### src/rtl/tqvp_multi_edge_counter.sv
// Multi-channel edge counter peripheral for the TinyQV user-peripheral slot.
// Optional define TQVP_MEC_SYNC_EN adds a 2-flop synchroniser on every ui_in bit.
module tqvp_multi_edge_counter #(
  parameter int unsigned NUM_CH = 2,
  parameter int unsigned CNT_W  = 16
) (
  input  logic       clk,
  input  logic       rst_n,
  input  logic [7:0] ui_in,
  output logic [7:0] uo_out,
  input  logic [3:0] address,
  input  logic       data_write,
  input  logic [7:0] data_in,
  output logic [7:0] data_out,
  output logic       user_interrupt
);

  typedef enum logic [3:0] {
    A_CH_SEL = 4'h0,
    A_CMD    = 4'h1,
    A_CNT_LO = 4'h2,
    A_CNT_HI = 4'h3,
    A_CFG    = 4'h4,
    A_CMP_LO = 4'h5,
    A_CMP_HI = 4'h6,
    A_STATUS = 4'h7
  } reg_addr_e;

  localparam logic [CNT_W-1:0] CNT_MAX = '1;

  logic [1:0]       ch_sel;
  logic [1:0]       sel;
  logic [7:0]       cnt_wsh;
  logic [7:0]       cmp_wsh;
  logic [7:0]       rd_sh;
  logic [7:0]       s_vec;
  logic [CNT_W-1:0] cnt_a [NUM_CH];
  logic [CNT_W-1:0] cmp_a [NUM_CH];
  logic [6:0]       cfg_a [NUM_CH];
  logic [NUM_CH-1:0] flags;
  logic [NUM_CH-1:0] irq_en;
  logic [CNT_W-1:0] sel_cnt;
  logic [CNT_W-1:0] sel_cmp;
  logic [6:0]       sel_cfg;
  logic [15:0]      cnt_ext;
  logic [15:0]      cmp_ext;

`ifdef TQVP_MEC_SYNC_EN
  logic [7:0] sync1;
  logic [7:0] sync2;
  always_ff @(posedge clk or negedge rst_n) begin
    if (!rst_n) begin
      sync1 <= '0;
      sync2 <= '0;
    end else begin
      sync1 <= ui_in;
      sync2 <= sync1;
    end
  end
  assign s_vec = sync2;
`else
  assign s_vec = ui_in;
`endif

  assign sel = (32'(ch_sel) >= NUM_CH) ? 2'(NUM_CH - 1) : ch_sel;

  for (genvar i = 0; i < NUM_CH; i++) begin : g_ch
    logic [CNT_W-1:0] cnt_q, cmp_q, cnt_d, stepped;
    logic [6:0]       cfg_q;
    logic             p_q, flag_q;
    logic             is_sel, s, hit, pin_chg, inc, clr, load, set_flag;
    logic [1:0]       step;
    logic [CNT_W+1:0] sum;

    assign is_sel  = data_write && (sel == 2'(i));
    assign s       = s_vec[cfg_q[4:2]];
    assign pin_chg = is_sel && (address == A_CFG) && (data_in[4:2] != cfg_q[4:2]);
    assign clr     = is_sel && (address == A_CMD) && data_in[0];
    assign inc     = is_sel && (address == A_CMD) && data_in[1] && !data_in[0];
    assign load    = is_sel && (address == A_CNT_HI);

    always_comb begin
      unique case (cfg_q[1:0])
        2'd1:    hit = s & ~p_q;
        2'd2:    hit = ~s & p_q;
        2'd3:    hit = s ^ p_q;
        default: hit = 1'b0;
      endcase
      if (pin_chg) hit = 1'b0;
    end

    assign step    = {1'b0, hit} + {1'b0, inc};
    assign sum     = (CNT_W+2)'(cnt_q) + (CNT_W+2)'(step);
    assign stepped = (cfg_q[5] && (sum > (CNT_W+2)'(CNT_MAX))) ? CNT_MAX : sum[CNT_W-1:0];

    // Register writes take priority over edges; only edge/increment steps can match.
    always_comb begin
      if (clr)       cnt_d = '0;
      else if (load) cnt_d = CNT_W'({data_in, cnt_wsh});
      else           cnt_d = stepped;
    end
    assign set_flag = !clr && !load && (step != 2'd0) && (stepped == cmp_q);

    always_ff @(posedge clk or negedge rst_n) begin
      if (!rst_n) begin
        cnt_q  <= '0;
        cmp_q  <= '1;
        cfg_q  <= '0;
        p_q    <= 1'b0;
        flag_q <= 1'b0;
      end else begin
        // A pin change reloads the history from the new pin so no false edge follows.
        p_q   <= pin_chg ? s_vec[data_in[4:2]] : s;
        cnt_q <= cnt_d;
        if (set_flag)
          flag_q <= 1'b1;
        else if (data_write && (address == A_STATUS) && data_in[i])
          flag_q <= 1'b0;
        if (is_sel && (address == A_CFG))
          cfg_q <= data_in[6:0];
        if (is_sel && (address == A_CMP_HI))
          cmp_q <= CNT_W'({data_in, cmp_wsh});
      end
    end

    assign cnt_a[i]  = cnt_q;
    assign cmp_a[i]  = cmp_q;
    assign cfg_a[i]  = cfg_q;
    assign flags[i]  = flag_q;
    assign irq_en[i] = cfg_q[6];
  end

  always_comb begin
    sel_cnt = '0;
    sel_cmp = '0;
    sel_cfg = '0;
    for (int unsigned i = 0; i < NUM_CH; i++) begin
      if (sel == 2'(i)) begin
        sel_cnt = cnt_a[i];
        sel_cmp = cmp_a[i];
        sel_cfg = cfg_a[i];
      end
    end
  end

  assign cnt_ext = 16'(sel_cnt);
  assign cmp_ext = 16'(sel_cmp);

  always_ff @(posedge clk or negedge rst_n) begin
    if (!rst_n) begin
      ch_sel  <= '0;
      cnt_wsh <= '0;
      cmp_wsh <= '0;
      rd_sh   <= '0;
    end else begin
      if (data_write) begin
        if (address == A_CH_SEL) ch_sel  <= data_in[1:0];
        if (address == A_CNT_LO) cnt_wsh <= data_in;
        if (address == A_CMP_LO) cmp_wsh <= data_in;
      end else if (address == A_CNT_LO) begin
        rd_sh <= cnt_ext[15:8];
      end else if (address == A_CMP_LO) begin
        rd_sh <= cmp_ext[15:8];
      end
    end
  end

  always_comb begin
    unique case (address)
      A_CH_SEL: data_out = {6'b0, ch_sel};
      A_CNT_LO: data_out = cnt_ext[7:0];
      A_CNT_HI: data_out = rd_sh;
      A_CFG:    data_out = {1'b0, sel_cfg};
      A_CMP_LO: data_out = cmp_ext[7:0];
      A_CMP_HI: data_out = rd_sh;
      A_STATUS: data_out = 8'(flags);
      default:  data_out = '0;
    endcase
  end

  assign uo_out         = 8'(flags);
  assign user_interrupt = |(flags & irq_en);

endmodule

### config.mk
export PLATFORM = sky130hd
export DESIGN_NAME = tqvp_multi_edge_counter
export DESIGN_NICKNAME = d
export VERILOG_FILES = /design/src/rtl/tqvp_multi_edge_counter.sv
export SDC_FILE = /design/constraint.sdc
export NUM_CORES = 1
export LEC_CHECK = 0
export CAP_MARGIN = 5
export CORE_ASPECT_RATIO = 1.1
export CORE_MARGIN = 2
export CORE_UTILIZATION = 40
export CTS_CLUSTER_SIZE = 20
export DETAILED_ROUTE_END_ITERATION = 7
export PLACE_DENSITY_LB_ADDON = 0.12
export SLEW_MARGIN = 30
export SYNTH_ARGS = -nofsm -noshare
export SYNTH_HDL_FRONTEND = slang
export SYNTH_SLANG_ARGS = --single-unit
### constraint.sdc
create_clock -name clk -period 10.7 [get_ports clk]
set_input_delay 1.07 -clock clk [delete_from_list [all_inputs] [get_ports clk]]
set_output_delay 1.07 -clock clk [all_outputs]
set_load 0.01 [all_outputs]
==> flow_metrics.py <==
metrics = {
    "outcome": {
        "status": "finished with violations",
        "failed_checks": "design-rule violations",
    },
    "floorplanning": {
        "core_area_um2": 16400,
        "die_width_um": 128,
        "rows": 49,
        "dieArea_um2": 17800,
        "die_h_um": 140,
        "ioPinCount": 40,
        "start_util_pct": 41.0,
    },
    "sta": {
        "hold_viol_final": 0,
        "tns_ns": 0,
        "fin_crit_ns": 5.69,
        "rsz0062_at_grt": "false",
        "finalCritPeriodShare_pct": 53.2,
        "slew_headroom_pct": 41.3,
        "tightest_slew_ns": 0.879,
        "fin_worst_skew_ns": 0.00716,
        "setup_violations": 0,
        "drv_slew": 0,
        "fmax_mhz": 176,
    },
    "route": {
        "viasPerCell": 6.16,
        "ant_nets": 0,
        "routed_wl_mm": 22.4,
        "drtIter0Drc": 698,
        "dr.pass1.iters": 8,
        "drc": 1,
        "post_drt_wl_per_cell_um": 24.0,
        "num_vias": 5757,
    },
    "clock_network": {
        "tritoncts": "done",
        "hold_buffers": 0,
        "cts_setup_buffers": 0,
        "clkTransAtPathRegs_ns": 0.07,
        "cts.path.max_buffers": 2,
        "cts-resized-gates": 0,
        "cts.sinks": 108,
        "htreeDepth": 3,
        "insertion_delay_ns": 0.36,
        "cts_buffers": 9,
        "cts-root-buf": "clkbuf_16",
    },
    "logic_synthesis": {
        "ys_types": 67,
        "yosysTopAreaCell": "dfrtp_1",
        "synthCells": 711,
        "synth_compound_area_share_pct": 13.3,
        "synth_top_family_by_area": "simple AND/OR/NAND/NOR gates",
        "synthAdderAreaFrac_pct": 2.83,
        "synth_seq_area_share_pct": 40.8,
        "synth_area_leaders": "dfrtp_1 28%, dfstp_2 13%, mux2_2 10%, nand2_1 5.5%, nor2_1 3.7%",
        "ys_ff_latch": 108,
        "yosys_warnings": 0,
        "ys_async_sr_fraction_pct": 100,
        "synth_top_area_share_pct": 28.3,
        "ys.flop_type": "dfrtp_1",
        "synth.most_common_cell": "nand2_1",
        "synth_edf_count": 0,
        "muxShareOfSynthArea_pct": 13.9,
        "synth_top_cells_by_count": "98 x nand2_1, 76 x dfrtp_1, 67 x nor2_1",
        "netlist_area_um2": 6710,
        "synth_xor_area_share_pct": 5.22,
        "syn_avg_cell_area_um2": 9.44,
        "synthSimpleGateAreaFrac_pct": 19.5,
    },
    "critical_path": {
        "crit_slowest_cell": "or4_1",
        "crit_fanout": 14,
        "crit_path_start": "address[3]",
        "end_kind": "flop",
        "cp_data_arrival_time_ns": 5.99,
        "crit_type": "in -> reg",
        "required_ns": 11.00,
        "cp_cell_sequence": "clkdlybuf4s50_1 -> nand2b_1 -> nor3_1 -> buf_4 -> nand3_1 -> a31oi_1 -> a21oi_1 -> ha_1 -> ha_1 -> fa_1 -> nand4_1 -> or4_1 -> nand3_1 -> xnor2_1 -> o21ai_0 -> nor4_1 -> a32o_1",
        "slowest_delay_ns": 0.83,
        "cpLargestDelayFamily": "simple AND/OR/NAND/NOR gates",
        "rr_startpoint": "g_ch[0].cfg_q[2]$_DFFE_PN0P_",
        "cp-start-kind": "input pin",
        "cp.buffers_inverters": 2,
    },
    "grt": {
        "grt_usage_pct": 26.0,
        "gr-total-overflow": 0,
        "grt_max_degree": 75,
        "grt_pass1_vias": 5747,
        "antenna_found_initial": 0,
        "grt_pass1_wl_mm": 34.7,
    },
    "flow_run": {
        "drv_cap": 0,
    },
    "finish": {
        "nNetsFinal": 763,
        "diodes": 0,
        "fin_area_um2": 7480,
        "drive_above_1_share_pct": 19.0,
        "syn2layout_area_growth_pct": 11.4,
    },
    "placed_design": {
        "hpwlAfterDp_mm": 16.1,
        "placed_area_um2": 7190,
        "portBuffers": 33,
        "gp_congestion": 0.955,
    },
    "hold_path": {
        "min_from": "rd_sh[5]$_DFFE_PN0P_",
        "hold_path_class": "reg -> reg",
    },
    "pwr": {
        "p_leak_nw": 3.09,
        "cellPowerDensity_nw_per_um2": 218,
        "ir_drop_mv": 0.0883,
    },
}
==> layout make-up <==
class / instances / area (µm²)
repair buffers: 43 / 407
clock inverters: 3 / 21.3
inverters: 23 / 86.3
multi-input cells: 541 / 3710
flip-flops and latches: 108 / 2740
fillers: 1574 / 8890
clock buffers: 12 / 256
well taps: 204 / 255
==> flip-flops by register name (all words and copies together) (netlist names) <==
name,flops
g_ch.cmp_q,32
g_ch.cfg_q,14
cmp_wsh,8
cnt_wsh,8
rd_sh,8
g_ch.flag_q,2
ch_sel,2
g_ch.p_q,2
g_ch.cnt_q,32
==> worst register-to-register path, delay by kind of cell (launching register included) <==
family	cells	cell delay, ns
simple gates	6	1.65
mux	3	0.99
fa+ha+maj	4	1.19
compound gates	3	0.53
buf+inv	1	0.08
flops	1	0.52
==> layout by cell type (no fill, tap or decap), types with 3 or more instances in the layout <==
cell type        count
nor3b_1              4
clkbuf_16            9
or3_1                4
inv_1               23
nand3_1             27
a31oi_1              3
a21oi_1             26
ha_1                12
conb_1               6
a221oi_1             7
nand2_1             98
nor4_1              11
a211o_1              5
nor2_1              66
or4_1                4
a311oi_1             3
nand3b_1             4
a222oi_1            11
a211oi_1             7
mux4_2               6
nand4_1             12
o22ai_1             15
nor2b_1              3
clkdlybuf4s50_1     32
dfrtp_1             76
xor2_1              12
xnor2_1             28
nor3_1              13
buf_4               10
o211ai_1             5
and3_1               6
mux2_2              60
dfstp_2             32
o21ai_0             35
mux2i_1             11
==> through the flow <==
step                hold slack (ns)  utilization, %  std cells  power (mW)  setup WS, ns
floorplan                     0.449               -        716        1.08          5.54
global placement              0.474            44.0        919        1.29          4.70
detailed placement            0.480            44.0        919        1.30          4.64
CTS                           0.497            45.6        934        1.63          5.00
global route                  0.516            45.7        934        1.73          4.67
finish                        0.492            45.7        934        1.63          5.01
==> power breakdown <==
part,switching (mW),internal (mW)
Sequential,0.193,0.563
Clock,0.160,0.170
Combinational,0.295,0.252
==> kinds of logic after synthesis <==
group           Yosys count
other cells               1
fa+ha+maj                14
mux                      78
simple gates            270
buf+inv                  67
xor+xnor                 40
flops                   108
compound gates          133
==> path summary, 6_finish.rpt <==
path	end	cells after the start	slack, ns
setup reg to reg	g_ch[0].flag_q$_DFFE_PN0P_	17	5.67
hold reg to reg	rd_sh[5]$_DFFE_PN0P_	2	0.49
max in group asynchronous	cmp_wsh[4]$_DFFE_PN0P_	2	8.98
setup / recovery	g_ch[0].flag_q$_DFFE_PN0P_	17	5.01
min in group asynchronous	g_ch[1].cfg_q[3]$_DFFE_PN0P_	1	0.67
hold / removal	rd_sh[5]$_DFFE_PN0P_	2	0.49
==> metal layers <==
metal | global-route usage, % | wire length [µm] | share of wire, %
met1 | 36.0 | 9790 | 44
met5 | 0 | 0 | 0
met4 | 10.7 | 840 | 3.7
met2 | 40.5 | 10400 | 46
met3 | 4.19 | 1380 | 6.1
Note: power is estimated with default switching activity, not from simulation.
